<file path="config.mk">
export PLATFORM = sky130hd
export DESIGN_NAME = tlul_scratchpad_pipe_flat
export DESIGN_NICKNAME = d
export VERILOG_FILES = /design/src/rtl/tlul_scratchpad_pipe_if.sv /design/src/rtl/tlul_scratchpad_pipe.sv /design/src/flat_wrapper.sv
export SDC_FILE = /design/constraint.sdc
export NUM_CORES = 2
export LEC_CHECK = 0
export BUFFER_PORTS_ARGS = -buffer_cell sky130_fd_sc_hd__clkbuf_2
export CORE_UTILIZATION = 40
export DETAILED_ROUTE_END_ITERATION = 6
export MAX_ROUTING_LAYER = met4
export SLEW_MARGIN = 30
export SYNTH_ARGS = -nofsm -noshare
export SYNTH_HDL_FRONTEND = slang
export SYNTH_SLANG_ARGS = --single-unit
</file>
<file path="constraint.sdc">
create_clock -name clk_i -period 4.4 [get_ports clk_i]
set_input_delay 0.44 -clock clk_i [delete_from_list [all_inputs] [get_ports clk_i]]
set_output_delay 0.44 -clock clk_i [all_outputs]
set_load 0.02 [all_outputs]
</file>
<file path="src/rtl/tlul_scratchpad_pipe_if.sv">
`default_nettype none
// ============================================================================
// Module  : tlul_scratchpad_pipe_if
// Brief   : TL-UL A/D channel bundle for the scratchpad slave.
// Revision: 1.0
// ============================================================================
interface tlul_scratchpad_pipe_if #(
    parameter int unsigned DW   = 64,
    parameter int unsigned AW   = 32,
    parameter int unsigned SrcW = 8,
    parameter int unsigned SzW  = 3
);
    logic              a_valid;
    logic              a_ready;
    logic [2:0]        a_opcode;
    logic [SzW-1:0]    a_size;
    logic [SrcW-1:0]   a_source;
    logic [AW-1:0]     a_address;
    logic [DW/8-1:0]   a_mask;
    logic [DW-1:0]     a_data;
    logic              d_valid;
    logic              d_ready;
    logic [2:0]        d_opcode;
    logic [SzW-1:0]    d_size;
    logic [SrcW-1:0]   d_source;
    logic              d_error;
    logic [DW-1:0]     d_data;

    modport master (
        output a_valid, a_opcode, a_size, a_source, a_address, a_mask, a_data, d_ready,
        input  a_ready, d_valid, d_opcode, d_size, d_source, d_error, d_data
    );

    modport slave (
        input  a_valid, a_opcode, a_size, a_source, a_address, a_mask, a_data, d_ready,
        output a_ready, d_valid, d_opcode, d_size, d_source, d_error, d_data
    );
endinterface
`default_nettype wire

</file>
<file path="src/rtl/tlul_scratchpad_pipe.sv">
`default_nettype none
// ============================================================================
// Module  : tlul_scratchpad_pipe
// Brief   : TL-UL scratchpad RAM slave with credit flow control and reset-time zero sweep.
// Revision: 1.0
// ============================================================================
module tlul_scratchpad_pipe #(
    parameter int unsigned DW          = 64,
    parameter int unsigned AW          = 32,
    parameter int unsigned SrcW        = 8,
    parameter int unsigned SzW         = 3,
    parameter logic [AW-1:0] BaseAddr  = '0,
    parameter int unsigned DepthBytes  = 256,
    parameter int unsigned ReadLatency = 1,
    parameter int unsigned RspDepth    = 4
) (
    input  wire logic                  clk_i,
    input  wire logic                  rst_ni,
    tlul_scratchpad_pipe_if.slave      tl,
    output logic                       init_done
);
    localparam int unsigned c_bytes = DW / 8;
    localparam int unsigned c_words = DepthBytes / c_bytes;
    localparam int unsigned c_lb    = $clog2(c_bytes);
    localparam int unsigned c_iw    = $clog2(c_words);
    localparam int unsigned c_cw    = $clog2(RspDepth + 1) + 1;
    localparam int unsigned c_pw    = (RspDepth > 1) ? $clog2(RspDepth) : 1;

    localparam logic [0:0] c_st_init = 1'b0;
    localparam logic [0:0] c_st_run  = 1'b1;

    logic [0:0]        r_state;
    logic [c_iw-1:0]   r_init_idx;
    logic              r_init_done;
    logic [DW-1:0]     r_mem [c_words];

    // ---------------- request decode ----------------
    logic [AW-1:0]     w_off;
    logic [c_iw-1:0]   w_idx;
    logic              w_in_range, w_op_ok, w_size_ok, w_align_ok, w_mask_ok;
    logic [c_bytes-1:0] w_exp_mask;
    logic              w_err, w_is_get, w_accept, w_wr_en, w_init_we;

    assign w_off      = tl.a_address - BaseAddr;
    assign w_idx      = c_iw'(w_off >> c_lb);
    assign w_in_range = (tl.a_address >= BaseAddr) && (w_off < AW'(DepthBytes));
    assign w_op_ok    = (tl.a_opcode == 3'd0) || (tl.a_opcode == 3'd1) || (tl.a_opcode == 3'd4);
    assign w_size_ok  = (tl.a_size <= SzW'(c_lb));
    assign w_is_get   = (tl.a_opcode == 3'd4);

    // Lanes covered by the sized/aligned beat, used for both alignment and full-mask checks
    always_comb begin
        w_align_ok = 1'b1;
        w_exp_mask = '0;
        for (int b = 0; b < int'(c_lb); b++) begin
            if ((b < int'(tl.a_size)) && tl.a_address[b]) w_align_ok = 1'b0;
        end
        for (int l = 0; l < int'(c_bytes); l++) begin
            if ((l >> tl.a_size) == (int'(tl.a_address[c_lb-1:0]) >> tl.a_size))
                w_exp_mask[l] = 1'b1;
        end
    end

    assign w_mask_ok = (tl.a_opcode != 3'd0) || (tl.a_mask == w_exp_mask);
    assign w_err     = !(w_in_range && w_op_ok && w_size_ok && w_align_ok && w_mask_ok);
    assign w_accept  = tl.a_valid && tl.a_ready;
    assign w_wr_en   = w_accept && !w_err && !w_is_get;
    assign w_init_we = (r_state == c_st_init);

    // ---------------- init FSM ----------------
    always_ff @(posedge clk_i or negedge rst_ni) begin
        if (!rst_ni) begin
            r_state     <= c_st_init;
            r_init_idx  <= '0;
            r_init_done <= 1'b0;
        end else if (r_state == c_st_init) begin
            r_init_idx <= r_init_idx + 1'b1;
            if (r_init_idx == c_iw'(c_words - 1)) begin
                r_state     <= c_st_run;
                r_init_done <= 1'b1;
            end
        end
    end

    assign init_done = r_init_done;

    // Zero sweep and bus writes never coincide: a_ready is held low during INIT
    always_ff @(posedge clk_i) begin
        if (w_init_we) begin
            r_mem[r_init_idx] <= '0;
        end else if (w_wr_en) begin
            for (int b = 0; b < int'(c_bytes); b++) begin
                if (tl.a_mask[b]) r_mem[w_idx][8*b +: 8] <= tl.a_data[8*b +: 8];
            end
        end
    end

    // ---------------- read pipeline ----------------
    logic [ReadLatency-1:0] r_pv, r_pget, r_perr;
    logic [SzW-1:0]         r_psize [ReadLatency];
    logic [SrcW-1:0]        r_psrc  [ReadLatency];
    logic [DW-1:0]          r_pdata [ReadLatency];

    always_ff @(posedge clk_i or negedge rst_ni) begin
        if (!rst_ni) begin
            r_pv   <= '0;
            r_pget <= '0;
            r_perr <= '0;
            for (int k = 0; k < int'(ReadLatency); k++) begin
                r_psize[k] <= '0;
                r_psrc[k]  <= '0;
                r_pdata[k] <= '0;
            end
        end else begin
            r_pv[0]    <= w_accept;
            r_pget[0]  <= w_is_get;
            r_perr[0]  <= w_err;
            r_psize[0] <= tl.a_size;
            r_psrc[0]  <= tl.a_source;
            r_pdata[0] <= (w_accept && w_is_get && !w_err) ? r_mem[w_idx] : '0;
            for (int k = 1; k < int'(ReadLatency); k++) begin
                r_pv[k]    <= r_pv[k-1];
                r_pget[k]  <= r_pget[k-1];
                r_perr[k]  <= r_perr[k-1];
                r_psize[k] <= r_psize[k-1];
                r_psrc[k]  <= r_psrc[k-1];
                r_pdata[k] <= r_pdata[k-1];
            end
        end
    end

    // ---------------- response FIFO (first-word fall-through) ----------------
    logic              r_fget  [RspDepth];
    logic              r_ferr  [RspDepth];
    logic [SzW-1:0]    r_fsize [RspDepth];
    logic [SrcW-1:0]   r_fsrc  [RspDepth];
    logic [DW-1:0]     r_fdata [RspDepth];
    logic [c_pw-1:0]   r_wptr, r_rptr;
    logic [c_cw-1:0]   r_count;
    logic [c_cw-1:0]   w_inflight, w_credits;
    logic              w_empty, w_lv, w_pop, w_bypass, w_push;

    assign w_lv     = r_pv[ReadLatency-1];
    assign w_empty  = (r_count == '0);
    assign w_pop    = !w_empty && tl.d_ready;
    assign w_bypass = w_empty && w_lv && tl.d_ready;
    assign w_push   = w_lv && !w_bypass;

    always_comb begin
        w_inflight = '0;
        for (int k = 0; k < int'(ReadLatency); k++) w_inflight += c_cw'(r_pv[k]);
    end

    // Every accepted request already owns a FIFO slot, so the pipeline never stalls
    assign w_credits  = c_cw'(RspDepth) - r_count - w_inflight;
    assign tl.a_ready = (r_state == c_st_run) && (w_credits != '0);

    always_ff @(posedge clk_i or negedge rst_ni) begin
        if (!rst_ni) begin
            r_wptr  <= '0;
            r_rptr  <= '0;
            r_count <= '0;
            for (int k = 0; k < int'(RspDepth); k++) begin
                r_fget[k]  <= 1'b0;
                r_ferr[k]  <= 1'b0;
                r_fsize[k] <= '0;
                r_fsrc[k]  <= '0;
                r_fdata[k] <= '0;
            end
        end else begin
            if (w_push) begin
                r_fget[r_wptr]  <= r_pget[ReadLatency-1];
                r_ferr[r_wptr]  <= r_perr[ReadLatency-1];
                r_fsize[r_wptr] <= r_psize[ReadLatency-1];
                r_fsrc[r_wptr]  <= r_psrc[ReadLatency-1];
                r_fdata[r_wptr] <= r_pdata[ReadLatency-1];
                r_wptr <= (r_wptr == c_pw'(RspDepth - 1)) ? '0 : r_wptr + 1'b1;
            end
            if (w_pop) begin
                r_rptr <= (r_rptr == c_pw'(RspDepth - 1)) ? '0 : r_rptr + 1'b1;
            end
            if (w_push && !w_pop)      r_count <= r_count + 1'b1;
            else if (!w_push && w_pop) r_count <= r_count - 1'b1;
        end
    end

    assign tl.d_valid  = !w_empty || w_lv;
    assign tl.d_opcode = {2'b00, w_empty ? r_pget[ReadLatency-1] : r_fget[r_rptr]};
    assign tl.d_error  = w_empty ? r_perr[ReadLatency-1]  : r_ferr[r_rptr];
    assign tl.d_size   = w_empty ? r_psize[ReadLatency-1] : r_fsize[r_rptr];
    assign tl.d_source = w_empty ? r_psrc[ReadLatency-1]  : r_fsrc[r_rptr];
    assign tl.d_data   = w_empty ? r_pdata[ReadLatency-1] : r_fdata[r_rptr];

endmodule
`default_nettype wire

</file>
<file path="src/flat_wrapper.sv">
// flat-port wrapper written by rule: the top's interface ports become plain ports
module tlul_scratchpad_pipe_flat 
#(
    parameter int unsigned DW          = 64,
    parameter int unsigned AW          = 32,
    parameter int unsigned SrcW        = 8,
    parameter int unsigned SzW         = 3,
    parameter logic [AW-1:0] BaseAddr  = '0,
    parameter int unsigned DepthBytes  = 256,
    parameter int unsigned ReadLatency = 1,
    parameter int unsigned RspDepth    = 4
)
  (clk_i, rst_ni, init_done, tl_a_valid, tl_a_opcode, tl_a_size, tl_a_source, tl_a_address, tl_a_mask, tl_a_data, tl_d_ready, tl_a_ready, tl_d_valid, tl_d_opcode, tl_d_size, tl_d_source, tl_d_error, tl_d_data);
  tlul_scratchpad_pipe_if #(.DW(DW), .AW(AW), .SrcW(SrcW), .SzW(SzW)) tl_i ();
  input  wire logic clk_i;
  input  wire logic rst_ni;
  output logic init_done;
  input wire logic [$bits(tl_i.a_valid)-1:0] tl_a_valid;
  input wire logic [$bits(tl_i.a_opcode)-1:0] tl_a_opcode;
  input wire logic [$bits(tl_i.a_size)-1:0] tl_a_size;
  input wire logic [$bits(tl_i.a_source)-1:0] tl_a_source;
  input wire logic [$bits(tl_i.a_address)-1:0] tl_a_address;
  input wire logic [$bits(tl_i.a_mask)-1:0] tl_a_mask;
  input wire logic [$bits(tl_i.a_data)-1:0] tl_a_data;
  input wire logic [$bits(tl_i.d_ready)-1:0] tl_d_ready;
  output wire logic [$bits(tl_i.a_ready)-1:0] tl_a_ready;
  output wire logic [$bits(tl_i.d_valid)-1:0] tl_d_valid;
  output wire logic [$bits(tl_i.d_opcode)-1:0] tl_d_opcode;
  output wire logic [$bits(tl_i.d_size)-1:0] tl_d_size;
  output wire logic [$bits(tl_i.d_source)-1:0] tl_d_source;
  output wire logic [$bits(tl_i.d_error)-1:0] tl_d_error;
  output wire logic [$bits(tl_i.d_data)-1:0] tl_d_data;
  assign tl_i.a_valid = tl_a_valid;
  assign tl_i.a_opcode = tl_a_opcode;
  assign tl_i.a_size = tl_a_size;
  assign tl_i.a_source = tl_a_source;
  assign tl_i.a_address = tl_a_address;
  assign tl_i.a_mask = tl_a_mask;
  assign tl_i.a_data = tl_a_data;
  assign tl_i.d_ready = tl_d_ready;
  assign tl_a_ready = tl_i.a_ready;
  assign tl_d_valid = tl_i.d_valid;
  assign tl_d_opcode = tl_i.d_opcode;
  assign tl_d_size = tl_i.d_size;
  assign tl_d_source = tl_i.d_source;
  assign tl_d_error = tl_i.d_error;
  assign tl_d_data = tl_i.d_data;
  tlul_scratchpad_pipe #(.DW(DW), .AW(AW), .SrcW(SrcW), .SzW(SzW), .BaseAddr(BaseAddr), .DepthBytes(DepthBytes), .ReadLatency(ReadLatency), .RspDepth(RspDepth)) u_core (.clk_i(clk_i), .rst_ni(rst_ni), .tl(tl_i), .init_done(init_done));
endmodule
</file>
# After elaboration in Yosys (flattened, before gate mapping)
# Memory sizes are Yosys's and may differ from the RTL's.
# Index checks and enable logic that the tools add are counted.
word_totals:
  ff_bits: 401
  mem_bits_rw: 2048
  output_inout_bits: 82
  memories: 1
mem_list:
  columns: ["name", "words", "word_bits", "rd", "rd_ports_with_merged_regs", "wr", "line_no", "source"]
  rows:
  - ["u_core.r_mem", 32, 64, 1, 0, 1, "tlul_scratchpad_pipe.sv:35", "logic [DW-1:0] r_mem [c_words];"]
classes:
  n_addsub: 7
  magnitude_cmp: 9
  n_eq_ne: 14
  shift: 9
  mux: 87
  bitwise: 3
  reduce_logical: 38
op_table:
  columns: ["operator", "n"]
  rows:
  - ["64-bit 2-to-1 mux", 6]
  - ["256-bit bitwise mux", 1]
  - ["32-bit equality test", 8]
  - ["64-bit binary-select mux with 2-bit select", 1]
  - ["64-bit demux with 2-bit select", 1]
  - ["3-bit by 3-bit right shift with 32-bit output, first input constant", 4]
  - ["64-bit OR reduction", 1]
  - ["1-bit by 3-bit right shift with 32-bit output, first input constant", 2]
  - ["2-bit by 3-bit right shift with 32-bit output, first input constant", 2]
  - ["1-bit 2-to-1 mux", 53]
  - ["8-bit 2-to-1 mux", 5]
  - ["32-bit bitwise mux", 1]
  - ["32-bit by 1-bit greater-or-equal comparator with 1-bit output, second input constant", 1]
  - ["32-bit by 9-bit < comparator with 1-bit output, second input constant", 1]
  - ["3-bit by 3-bit right shift with 32-bit output", 1]
  - ["1-bit logical AND", 21]
  - ["8-bit binary-select mux with 2-bit select", 1]
  - ["8-bit demux with 2-bit select", 1]
  - ["12-bit bitwise mux", 1]
  - ["3-bit 2-to-1 mux", 4]
  - ["4-bit bitwise mux", 2]
  - ["8-bit equality test", 1]
  - ["4-bit 2-to-1 mux", 2]
  - ["3-bit binary-select mux with 2-bit select", 1]
  - ["other kinds (30)", 45]

# Longest topological paths before layout
depth:
  depth_word: 14
  depth_mapped: 14
  depth_no_buf: 13

# Least setup slack after synthesis
# OpenSTA, ideal clock, no wires.
synth_timing:
  path_type: "reg-to-reg"
  from: "register u_core.r_count[0]"
  to: "memory u_core.r_mem[10][0] (enable)"
  setup_ns: 0.375
  arrival_ns: 3.548
  path_slack_ns: 0.477
  path_stages_with_launch: 14
  path_buffers: 0
  period_less_slack_ns: 3.923
  cell_sequence: "dfrtp_1 -> inv_1 -> ha_1 -> ha_1 -> inv_1 -> ha_1 -> xnor2_1 -> a31oi_1 -> nand2_1 -> nor4_4 -> o311ai_1 -> nor4_2 -> o21ai_1 -> a21oi_1"
synth_between:
  elab_chain_len: 12
  elab_cells_between_ends: 34
synth_rtl:
  columns: ["element", "line_no", "source"]
  rows:
  - ["start, declared", "tlul_scratchpad_pipe.sv:139", "logic [c_cw-1:0] r_count;"]
  - ["start signal, assigned", "tlul_scratchpad_pipe.sv:182", "if (w_push && !w_pop) r_count <= r_count + 1'b1;"]
  - ["start signal, assigned", "tlul_scratchpad_pipe.sv:183", "else if (!w_push && w_pop) r_count <= r_count - 1'b1;"]
  - ["3-bit by 4-bit subtractor with 4-bit output *", "tlul_scratchpad_pipe.sv:155", "assign w_credits = c_cw'(RspDepth) - r_count - w_inflight;"]
  - ["4-bit by 1-bit subtractor with 4-bit output *", "tlul_scratchpad_pipe.sv:155", null]
  - ["4-bit nonzero test *", "tlul_scratchpad_pipe.sv:156", "assign tl.a_ready = (r_state == c_st_run) && (w_credits != '0);"]
  - ["1-bit logical AND *", "tlul_scratchpad_pipe.sv:156", null]
  - ["via tl_a_ready", "flat_wrapper.sv:26", "output wire logic [$bits(tl_i.a_ready)-1:0] tl_a_ready;"]
  - ["1-bit logical AND *", "tlul_scratchpad_pipe.sv:66", "assign w_accept = tl.a_valid && tl.a_ready;"]
  - ["1-bit logical AND * (2 in series)", "tlul_scratchpad_pipe.sv:67", "assign w_wr_en = w_accept && !w_err && !w_is_get;"]
  - ["1-bit 2-to-1 mux", "tlul_scratchpad_pipe.sv:91", "end else if (w_wr_en) begin"]
  - ["1-bit 2-to-1 mux", "tlul_scratchpad_pipe.sv:89", "if (w_init_we) begin"]
  - ["1-bit 2-to-1 mux (implied by the code)", "tlul_scratchpad_pipe.sv:93", "if (tl.a_mask[b]) r_mem[w_idx][8*b +: 8] <= tl.a_data[8*b +: 8];"]
  - ["64-bit OR reduction (no line)", null, null]
  - ["5-bit 2-to-1 mux (no line) or 8-bit 2-to-1 mux (tied branches)", null, null]
  - ["end, declared", "tlul_scratchpad_pipe.sv:35", null]
# The timed path passes the listed nets; every way through them passes the cells marked *.

# Worst setup path in the final report
layout_timing:
  from: "input port tl_a_size[0]"
  to: "memory u_core.r_mem[29][10] (enable)"
layout_between:
  elab_chain_len: 14
  elab_cells_between_ends: 69
layout_rtl:
  columns: ["element", "line_no", "source"]
  rows:
  - ["start, declared", "flat_wrapper.sv:20", "input wire logic [$bits(tl_i.a_size)-1:0] tl_a_size;"]
  - ["parallel branches: the longest is 6 deep, another holds 3-bit by 3-bit right shift with 32-bit output", null, null]
  - ["1-bit logical AND *", "tlul_scratchpad_pipe.sv:65", "assign w_err = !(w_in_range && w_op_ok && w_size_ok && w_align_ok && w_mask_ok);"]
  - ["1-bit logical AND * (2 in series)", "tlul_scratchpad_pipe.sv:67", null]
  - ["1-bit 2-to-1 mux", "tlul_scratchpad_pipe.sv:91", null]
  - ["1-bit 2-to-1 mux", "tlul_scratchpad_pipe.sv:89", null]
  - ["1-bit 2-to-1 mux (implied by the code)", "tlul_scratchpad_pipe.sv:93", null]
  - ["64-bit OR reduction (no line)", null, null]
  - ["5-bit 2-to-1 mux (no line) or 8-bit 2-to-1 mux (tied branches)", null, null]
# Mark *: on every way between the ends.

==> impl_metrics.tcl <==
set metrics [dict create \
    status "finished clean" \
    hold_viol 0 \
    ys_seq_area_frac 0.7277 \
    die_h_um 497.7 \
    netlist_area_um2 98300 \
    drv_slew 0 \
    rows 181 \
    drtAntennaViolNets 0 \
    drc 0 \
    maxCapViolCount 0 \
    grt_max_degree 114 \
    worst_ep_arrival_time_ps 4990 \
    routed_wl_mm 277.0 \
    fp.dieW_um 497.7 \
    numPortBuffers 201 \
    slew_headroom 0.2889 \
    setup_tns_ps 0 \
    end_kind "register" \
    grt.busiest_layer "met2" \
    worst_path_largest_cell_delay_ps 540 \
    hold_ws_ps 107.7 \
    critPathMaxFanout 32 \
    yosysWarnings 0 \
    ios 204 \
    synth_top_area_cell "edfxtp_1" \
    fin_crit_sh 0.9867 \
    fin_worst_skew_ps 60.97 \
    instances_no_fill 8842 \
    min-delay-start "tl_a_data[63]" \
    startpoint_type "input pin" \
    grt_pass1_wl_mm 393.1 \
    core_area_um2 243700 \
    numClockSinks 2449 \
    grt_overflow 0 \
    grt_use_met1 0.3047 \
    avgRoutedWirePerCell_um 31.32 \
    grt_util_met3 0.04526 \
    avgSynthCellArea_um2 21.16 \
    ctsRootBufferMaster "clkbuf_16" \
    numCtsBuffers 276 \
    path_clk_slew_ps 60 \
    hpwl_mm 185.2 \
    max_freq_mhz 230.3 \
    finish.utilization 0.4793 \
    gr-usage-met2 0.3550 \
    async_flop_share 0.1637 \
    n_fill_cell 19730 \
    powerDensity_nw_per_um2 432.6 \
    antenna_found_initial 23 \
    vias_per_cell 5.761 \
    crit_start "tl_a_size[0]" \
    yosysUniqueCellTypes 71 \
    setup_viol 0 \
    drive_gt1_frac 0.4137 \
    peakVddDrop_mv 0.5027 \
    critPathKind "in2reg" \
    syn_to_final_growth_pct 18.80 \
    grt_pass1_vias 51670 \
    cts_tree "done" \
    grt_use_total 0.2298 \
    vias 50940 \
    yosysTopAreaCellShare 0.6256 \
    yosys-top-cells-area "edfxtp_1 63%, mux4_2 16%, dfrtp_1 10%" \
    grt_setup_unrepaired "yes" \
    dp.cells 8362 \
    holdCritPathClass "in2reg" \
    first_iter_violations 5988 \
    leakagePower_nw 35.84 \
    synth_edf_count 2048 \
    gp_congestion 0.9226 \
    start_util 0.4034 \
    htree_levels 5 \
    synthFlopType "edfxtp_1" \
    cpMostUsedCell "buf_4" \
    syn_inst 4646 \
    fin_crit_ps 4342 \
    required_ps 5050 \
    finalPower_mw 50.52 \
    dr.pass1.iters 5 \
    dieArea_um2 247700 \
    r2r_start "u_core.r_count[0]" \
    clock_latency_ps 930 \
    cp_slowest_cell "dlygate4sd3_1" \
    final_nets 5590 \
    tightest_slew_ps 1067 \
    cp_cell_sequence "dlygate4sd3_1 -> clkbuf_2 -> buf_4 -> buf_4 -> buf_4 -> o31ai_1 -> buf_4 -> nand4_1 -> buf_4 -> nor4_4 -> buf_4 -> buf_4 -> buf_4 -> o41ai_2 -> buf_12 -> o21ai_1 -> buf_4 -> a21oi_1 -> buf_4" \
    cts_max_path_buffers 4 \
    ys_seq_elements 2449 \
]
-- metrics by stage --
step	instance area [um2]	setup WS (ps)
after floorplan	98310	476.6
after global placement	108200	-683.9
after detailed placement	108200	-343.3
after CTS	116700	55.65
after global routing	116800	-3.420
final	116800	58.32
-- per-layer routing --
metal	part of all wire	up-vias
met4	0.036	0
li1	-	20930
met5	0	-
met2	0.48	2464
met3	0.085	489
met1	0.40	27060
-- what timing repair did --
item	4_1_cts	5_1_grt
setup endpoints to repair	0	64
hold endpoints to repair	110	0
gates resized for setup	0	8
hold buffers	12	0
buffers inserted	0	0
-- report_power, final --
part,internal (mW),total (mW),switching (mW)
clock,12.7,21.6,8.87
combinational,1.64,3.55,1.91
sequential,25.1,25.4,0.252
-- state kept, by name, indices dropped and copies added (netlist names) --
signal,cells
u_core.r_count,4
u_core.r_psize,3
u_core.r_fget,4
u_core.r_wptr,2
u_core.r_pget,1
u_core.r_psrc,8
u_core.r_ferr,4
u_core.r_rptr,2
u_core.r_fsrc,32
u_core.r_pv,1
u_core.r_fdata,256
u_core.r_mem,2048
u_core.r_perr,1
u_core.r_pdata,64
u_core.r_init_idx,5
u_core.r_state,1
u_core.r_fsize,12
u_core.init_done,1
-- cells in the final DEF, fill, tap and decap left out, drive strengths merged, types with 5 or more instances in the layout --
master	netlist	layout
nand2b	13	13
nor2	113	113
nand3	13	13
buf	134	607
nand3b	11	11
clkbuf	155	548
nor3b	6	6
mux2	391	391
dfrtp	401	401
a21oi	270	270
diode	0	15
o311a	8	8
inv	14	22
bufinv	0	15
edfxtp	2048	2048
mux4	717	717
nand4	5	5
clkinv	0	73
o21ai	73	73
nor3	8	8
xnor2	5	5
mux2i	68	68
nor4	16	16
ha	17	17
o311ai	5	5
nand2	23	23
nor2b	9	9
dlygate4sd3	0	12
and3	72	72
-- cells in the mapped netlist, types with 5 or more instances --
cell,number
nand2b_1,13
nor2_1,113
inv_1,12
clkbuf_1,154
o311a_4,8
xnor2_1,5
nor3_1,6
mux2_2,390
buf_4,9
nand2_1,23
o311ai_1,5
nor4_1,11
mux4_2,717
buf_2,7
o21ai_0,8
buf_1,93
nand3b_1,11
mux2i_1,68
nor3b_1,5
dfrtp_1,401
nor2b_1,9
nand4_1,5
a21oi_1,269
and3_1,72
o21ai_1,65
edfxtp_1,2048
nand3_1,13
ha_1,17
buf_6,25
-- final cells by class --
type                            count  area [um2]  share of cell area
Inverter                           14       52.55           0.0004500
Sequential cell                  2449       71540              0.6126
Clock buffer                      353        7442             0.06372
Clock inverter                    100       894.6            0.007660
Antenna cell                       15       37.54           0.0003214
Multi-Input combinational cell   1895       25560              0.2189
Timing Repair Buffer              814        7251             0.06208
Tap cell                         3202        4006             0.03430
-- kinds of logic after synthesis --
group                      synth area share
buffers and inverters               0.01392
and+or+nand+nor                     0.01707
AOI/OAI and AO/OA                   0.02212
muxes                                0.2160
DFF                                  0.7277
other                            0.00003815
xor gates and xnor gates          0.0007892
adders and majority gates          0.002367
-- critical path, delay by kind of cell --
| kind | cells | cell delay [ps] |
|---|---|---|
| simple gates | 2 | 320 |
| buf+inv | 13 | 2990 |
| compound gates | 4 | 1200 |
-- final timing paths --
kind                                             end  slack (ps)  depth (start not counted)
worst max-delay path            u_core.r_mem[29][10]          60                         19
worst max register to register  u_core.r_mem[29][10]         220                         19
worst min-delay path            u_core.r_mem[16][63]         110                          3
worst min register to register    u_core.r_fdata[64]         500                          1
min in group asynchronous          u_core.r_fdata[4]         180                          2
max in group asynchronous        u_core.r_fdata[162]        3010                          3
Power figures use the tool's default switching activity.
